## src/rtl/aurora_tx_scheduler.sv

```systemverilog
// Request generator for the Aurora 64b/66b TX priority mux: lane init, bonding and periodic CC bursts.
// Optional macro AURORA_TX_CB_EN keeps the BOND state; without it the lane goes NOT_RDY -> RUN.
//
// state      | meaning
// -----------+------------------------------------------------------------
// ST_NOT_RDY | sending NOT_READY blocks until INIT_NR_BLOCKS have gone out
// ST_BOND    | sending CHANNEL_BONDING blocks until CB_BLOCKS have gone out
// ST_RUN     | lane up: CC bursts every CC_INTERVAL sends, user data/K forwarded
module aurora_tx_scheduler #(
  parameter int unsigned INIT_NR_BLOCKS = 64,
  parameter int unsigned CB_BLOCKS      = 16,
  parameter int unsigned CC_INTERVAL    = 1000,
  parameter int unsigned CC_LENGTH      = 5
) (
  input  logic       Clk,
  input  logic       Rst,
  input  logic       TxEnable,
  input  logic       DataAvail,
  input  logic       UserKReq,
  input  logic [7:0] Sent,
  output logic [7:0] ToSend,
  output logic       Ready,
  output logic       CcPending
);

  // Bit positions in mux priority order (bit 0 wins).
  localparam int CLOCK_COMPENSATION  = 0;
  localparam int NOT_READY           = 1;
  localparam int CHANNEL_BONDING     = 2;
  localparam int NATIVE_FLOW_CONTROL = 3;
  localparam int USER_FLOW_CONTROL   = 4;
  localparam int USER_KBLOCKS        = 5;
  localparam int USER_DATA           = 6;
  localparam int IDLE                = 7;

  localparam logic [15:0] NR_LAST  = 16'(INIT_NR_BLOCKS - 1);
  localparam logic [15:0] BLK_LAST = 16'(CC_INTERVAL - 1);
  localparam logic [3:0]  CC_LOAD  = 4'(CC_LENGTH);

  typedef enum logic [1:0] {
    ST_NOT_RDY = 2'd0,
`ifdef AURORA_TX_CB_EN
    ST_BOND    = 2'd1,
`endif
    ST_RUN     = 2'd2
  } state_t;

  state_t      state_q, state_d;
  logic [15:0] nr_cnt_q, nr_cnt_d;
  logic [15:0] blk_cnt_q, blk_cnt_d;
  logic [3:0]  cc_rem_q, cc_rem_d;
  logic [7:0]  to_send_d;
  logic        ready_d, cc_pending_d;
  logic        send, top_nr, top_cc;

  // With several Sent bits set only the highest-priority one is honoured.
  assign send   = |Sent;
  assign top_cc = Sent[CLOCK_COMPENSATION];
  assign top_nr = Sent[NOT_READY] & ~Sent[CLOCK_COMPENSATION];

`ifdef AURORA_TX_CB_EN
  localparam logic [15:0] CB_LAST = 16'(CB_BLOCKS - 1);
  logic [15:0] cb_cnt_q, cb_cnt_d;
  logic        top_cb;
  assign top_cb = Sent[CHANNEL_BONDING] & ~Sent[NOT_READY] & ~Sent[CLOCK_COMPENSATION];
`endif

  always_comb begin
    state_d   = state_q;
    nr_cnt_d  = nr_cnt_q;
    blk_cnt_d = blk_cnt_q;
    cc_rem_d  = cc_rem_q;
`ifdef AURORA_TX_CB_EN
    cb_cnt_d  = cb_cnt_q;
`endif
    if (!TxEnable) begin
      state_d   = ST_NOT_RDY;
      nr_cnt_d  = '0;
      blk_cnt_d = '0;
      cc_rem_d  = '0;
`ifdef AURORA_TX_CB_EN
      cb_cnt_d  = '0;
`endif
    end else if (send) begin
      case (state_q)
        ST_NOT_RDY: begin
          if (top_nr) begin
            if (nr_cnt_q == NR_LAST) begin
              nr_cnt_d = '0;
`ifdef AURORA_TX_CB_EN
              state_d  = ST_BOND;
`else
              state_d   = ST_RUN;
              blk_cnt_d = '0;
              cc_rem_d  = '0;
`endif
            end else begin
              nr_cnt_d = nr_cnt_q + 16'd1;
            end
          end
        end
`ifdef AURORA_TX_CB_EN
        ST_BOND: begin
          if (top_cb) begin
            if (cb_cnt_q == CB_LAST) begin
              cb_cnt_d  = '0;
              blk_cnt_d = '0;
              cc_rem_d  = '0;
              state_d   = ST_RUN;
            end else begin
              cb_cnt_d = cb_cnt_q + 16'd1;
            end
          end
        end
`endif
        ST_RUN: begin
          if (top_cc && (cc_rem_q != 4'd0)) cc_rem_d = cc_rem_q - 4'd1;
          // A wrap always reloads, even over an unfinished burst.
          if (blk_cnt_q >= BLK_LAST) begin
            blk_cnt_d = '0;
            cc_rem_d  = CC_LOAD;
          end else begin
            blk_cnt_d = blk_cnt_q + 16'd1;
          end
        end
        default: state_d = ST_NOT_RDY;
      endcase
    end

    to_send_d       = '0;
    to_send_d[IDLE] = 1'b1;
    ready_d         = 1'b0;
    cc_pending_d    = 1'b0;
    case (state_d)
      ST_NOT_RDY: to_send_d[NOT_READY] = 1'b1;
`ifdef AURORA_TX_CB_EN
      ST_BOND:    to_send_d[CHANNEL_BONDING] = 1'b1;
`endif
      ST_RUN: begin
        to_send_d[CLOCK_COMPENSATION] = (cc_rem_d != 4'd0);
        to_send_d[USER_DATA]          = DataAvail;
        to_send_d[USER_KBLOCKS]       = UserKReq;
        ready_d                       = 1'b1;
        cc_pending_d                  = (cc_rem_d != 4'd0);
      end
      default: to_send_d[NOT_READY] = 1'b1;
    endcase
  end

  always_ff @(posedge Clk or negedge Rst) begin
    if (!Rst) begin
      state_q   <= ST_NOT_RDY;
      nr_cnt_q  <= '0;
      blk_cnt_q <= '0;
      cc_rem_q  <= '0;
      ToSend    <= 8'((1 << NOT_READY) | (1 << IDLE));
      Ready     <= 1'b0;
      CcPending <= 1'b0;
    end else begin
      state_q   <= state_d;
      nr_cnt_q  <= nr_cnt_d;
      blk_cnt_q <= blk_cnt_d;
      cc_rem_q  <= cc_rem_d;
      ToSend    <= to_send_d;
      Ready     <= ready_d;
      CcPending <= cc_pending_d;
    end
  end

`ifdef AURORA_TX_CB_EN
  always_ff @(posedge Clk or negedge Rst) begin
    if (!Rst) cb_cnt_q <= '0;
    else      cb_cnt_q <= cb_cnt_d;
  end
`endif

endmodule
```

## config.mk

```make
export PLATFORM = sky130hd
export DESIGN_NAME = aurora_tx_scheduler
export DESIGN_NICKNAME = d
export VERILOG_FILES = /design/src/rtl/aurora_tx_scheduler.sv
export SDC_FILE = /design/constraint.sdc
export NUM_CORES = 1
export LEC_CHECK = 0
export ABC_AREA = 1
export BUFFER_PORTS_ARGS = -buffer_cell sky130_fd_sc_hd__buf_2
export CAP_MARGIN = 20
export CORE_ASPECT_RATIO = 1.2
export CORE_MARGIN = 8
export CORE_UTILIZATION = 35
export CTS_CLUSTER_DIAMETER = 120
export DETAILED_ROUTE_END_ITERATION = 8
export MAX_ROUTING_LAYER = met4
export SYNTH_ARGS = -nofsm -noshare
export SYNTH_HDL_FRONTEND = slang
export SYNTH_SLANG_ARGS = --single-unit
```

## constraint.sdc

```tcl
create_clock -name Clk -period 2.6 [get_ports Clk]
set_input_delay 0.13 -clock Clk [delete_from_list [all_inputs] [get_ports Clk]]
set_output_delay 0.13 -clock Clk [all_outputs]
set_load 0.1 [all_outputs]
```

==> out/qor.csv <==
metric,value,unit
cts_tree,done,
ctsRootBufferMaster,clkbuf_8,
fin_crit_sh,76.9,%
drcViolationCount,0,
drive_gt1_share,18.5,%
syn_area,2480,um2
synth_compound_area_share,12.6,%
clkLatencyLatePin,0.30,ns
dp.cells,412,
wl_per_cell,11.5,um
setup_viol,0,
antenna_found_initial,0,
synth_largest_area_cell,dfrtp_1,
arrival,2.17,ns
dr_total_vias,2005,
ys_warn_count,0,
ir_drop,287,uV
synth.area.mux_share,0,%
rsz0062_at_grt,false,
wirelength,4840,um
grt_max_degree,44,
synth_edf_count,0,
start_util,36.3,%
holdWs,0.0336,ns
critPathCaptureType,register,
synth_top_family_by_area,simple AND/OR/NAND/NOR gates,
place_congestion,0.835,
postRouteAntennaNets,0,
dieArea,10100,um2
r2r_cells,10,
startpoint_type,register,
dp_hpwl,3650,um
grt_util_all_layers,10.9,%
synthAdderAreaFrac,1.51,%
via_per_inst,4.75,
final_hold_viol_count,0,
firstDrtPassIters,4,
numPortBuffers,18,
path_max_fanout,14,
postSynthCellCount,314,
clockBufferDepth,2,
finalMaxSlewViolations,0,
core,6850,um2
grt_pass1_wl,8880,um
synth-main-ff-cell,dfrtp_1,
r2r_end,blk_cnt_q[6]$_DFFE_PN0P_,
hold_buffers,0,
clkSinkCount,43,
drv_cap,0,
cts_buffers,5,
yosysSeqAreaShare,43.4,%
period_minus_slack,2.00,ns
post-synth-top-count-cell,nand2_1,
cts_setup_buffers,0,
finClkSkew,0.0130,ns
synth_area_leaders,"dfrtp_1, nand2_1, inv_1",
antenna_cells,0,
synthSimpleGateAreaFrac,29.4,%
syn_avg_cell_area,7.91,um2
synth_common_cells,"nand2_1, inv_1, dfrtp_1",
nNetsFinal,350,
max_freq,500,MHz
critPathKind,reg2reg,
synth_xor_xnor_area_share,2.11,%
hold_depth,3,
grt_pass1_vias,2024,
required,2.77,ns
die_w,92.9,um
setup_tns,0,ns
ys_ff_latch,43,
power.leakage,1.30,nW
powerDensity,488,nW/um2
reg2reg_slack,0.60,ns
yosysUniqueCellTypes,42,
grt.overflow.total,0,
area_delta_synth_final,11.3,%
initialDrtViolationCount,72,
stdcell_count,422,
run_status,"finished, final reports clean",
htreeDepth,2,
rows,33,
hold_class,in2reg,
cts_resized,0,
synthDominantCellAreaShare,42.3,%
async_flop_share,100,%
r2r-start,nr_cnt_q[0]$_DFFE_PN0P_,
clkTransAtPathRegs,0.08,ns
die_y,108,um
num_io_pins,23,
hold_start,UserKReq,
fillers,753,
min_to,ToSend[5]$_DFF_PN0_,
[flip-flops by register name (all words and copies together), names as in the netlist]
name / count
cc_rem_q: 4
nr_cnt_q: 16
blk_cnt_q: 16
Ready: 1
state_q: 2
ToSend: 4
[area by class of cell]
| type | count | area (um2) | share of cell area (%) |
|---|---|---|---|
| tap | 87 | 109 | 3.93 |
| timing repair buffer | 20 | 120 | 4.34 |
| inverter | 51 | 191 | 6.92 |
| clock inverter | 2 | 38.8 | 1.40 |
| clock buffer | 6 | 82.6 | 2.99 |
| sequential | 43 | 1080 | 38.9 |
| multi-input combinational | 213 | 1150 | 41.5 |
[report_power, final]
group          leakage (nW)  internal [mW]  switching, mW  total, mW
Combinational         0.646         0.0294         0.0860      0.115
Clock                0.0618          0.316          0.234      0.550
Sequential            0.593          0.677        0.00798      0.685
Total                  1.30           1.02          0.328       1.35
[layer usage]
layer	global-route usage [%]	vias to the layer above	routed length, um
met3	2.91	8	192
met5	-	-	0
li1	-	1041	-
met4	3.00	0	68
met1	12.3	922	2280
met2	18.6	34	2300
[per-stage QoR]
stage                     total power [mW]  utilization (%)  setup slack [ns]  area, um2
after floorplan                      0.784                -             0.968       2490
after global placement               0.808             38.2             0.659       2620
after detailed placement             0.811             38.2             0.602       2620
after CTS                             1.37             39.9             0.576       2740
after global routing                  1.41             40.4             0.435       2770
final                                 1.35             40.4             0.599       2770
[how the worst max path moves through the flow]
stage	slack, ns	to	from	cells after the start
after floorplan	0.97	blk_cnt_q[4]$_DFFE_PN0P_	nr_cnt_q[0]$_DFFE_PN0P_	10
after global placement	0.66	blk_cnt_q[6]$_DFFE_PN0P_	nr_cnt_q[0]$_DFFE_PN0P_	10
after detailed placement	0.60	blk_cnt_q[6]$_DFFE_PN0P_	nr_cnt_q[0]$_DFFE_PN0P_	10
after CTS	0.58	blk_cnt_q[6]$_DFFE_PN0P_	nr_cnt_q[1]$_DFFE_PN0P_	10
after global routing	0.44	blk_cnt_q[6]$_DFFE_PN0P_	nr_cnt_q[0]$_DFFE_PN0P_	10
final	0.60	blk_cnt_q[6]$_DFFE_PN0P_	nr_cnt_q[0]$_DFFE_PN0P_	10
[worst max-delay path: stages (launching register included)]
cell	delay, ns
dfrtp_1	0.39
ha_1	0.21
nand3_2	0.12
nor3_4	0.20
nand2_2	0.11
o21ai_2	0.13
nand2_2	0.17
inv_2	0.27
nand2_2	0.08
xor2_1	0.14
nor2_1	0.05
[cell usage in the layout (no fill, tap or decap), types with 2 or more instances in the layout]
cell,count
nand3b_1,2
nor3_2,3
nor4_1,2
o21ai_1,2
nor2_1,41
buf_2,18
nand3_2,2
nor2_2,8
nor3_4,2
dfrtp_1,42
o21ai_2,3
ha_1,3
nand2_1,58
a31oi_1,2
inv_1,47
nand4_1,6
nand3_1,14
a21oi_1,16
a21oi_2,2
o21ai_0,11
xnor2_1,2
xor2_1,4
o31ai_1,2
nand2_2,4
conb_1,4
inv_2,4
nor3_1,7
clkbuf_8,6
o21a_1,2
[logic make-up (layout without fill, tap and decap cells)]
kind of cell               after synthesis  in the layout
and+or+nand+nor                        152            152
buffers and inverters                   60             79
AOI/OAI and AO/OA                       48             48
DFF                                     43             43
xor gates and xnor gates                 6              6
adders and majority gates                3              3
other                                    2              4
(Power assumes the default switching activity.)
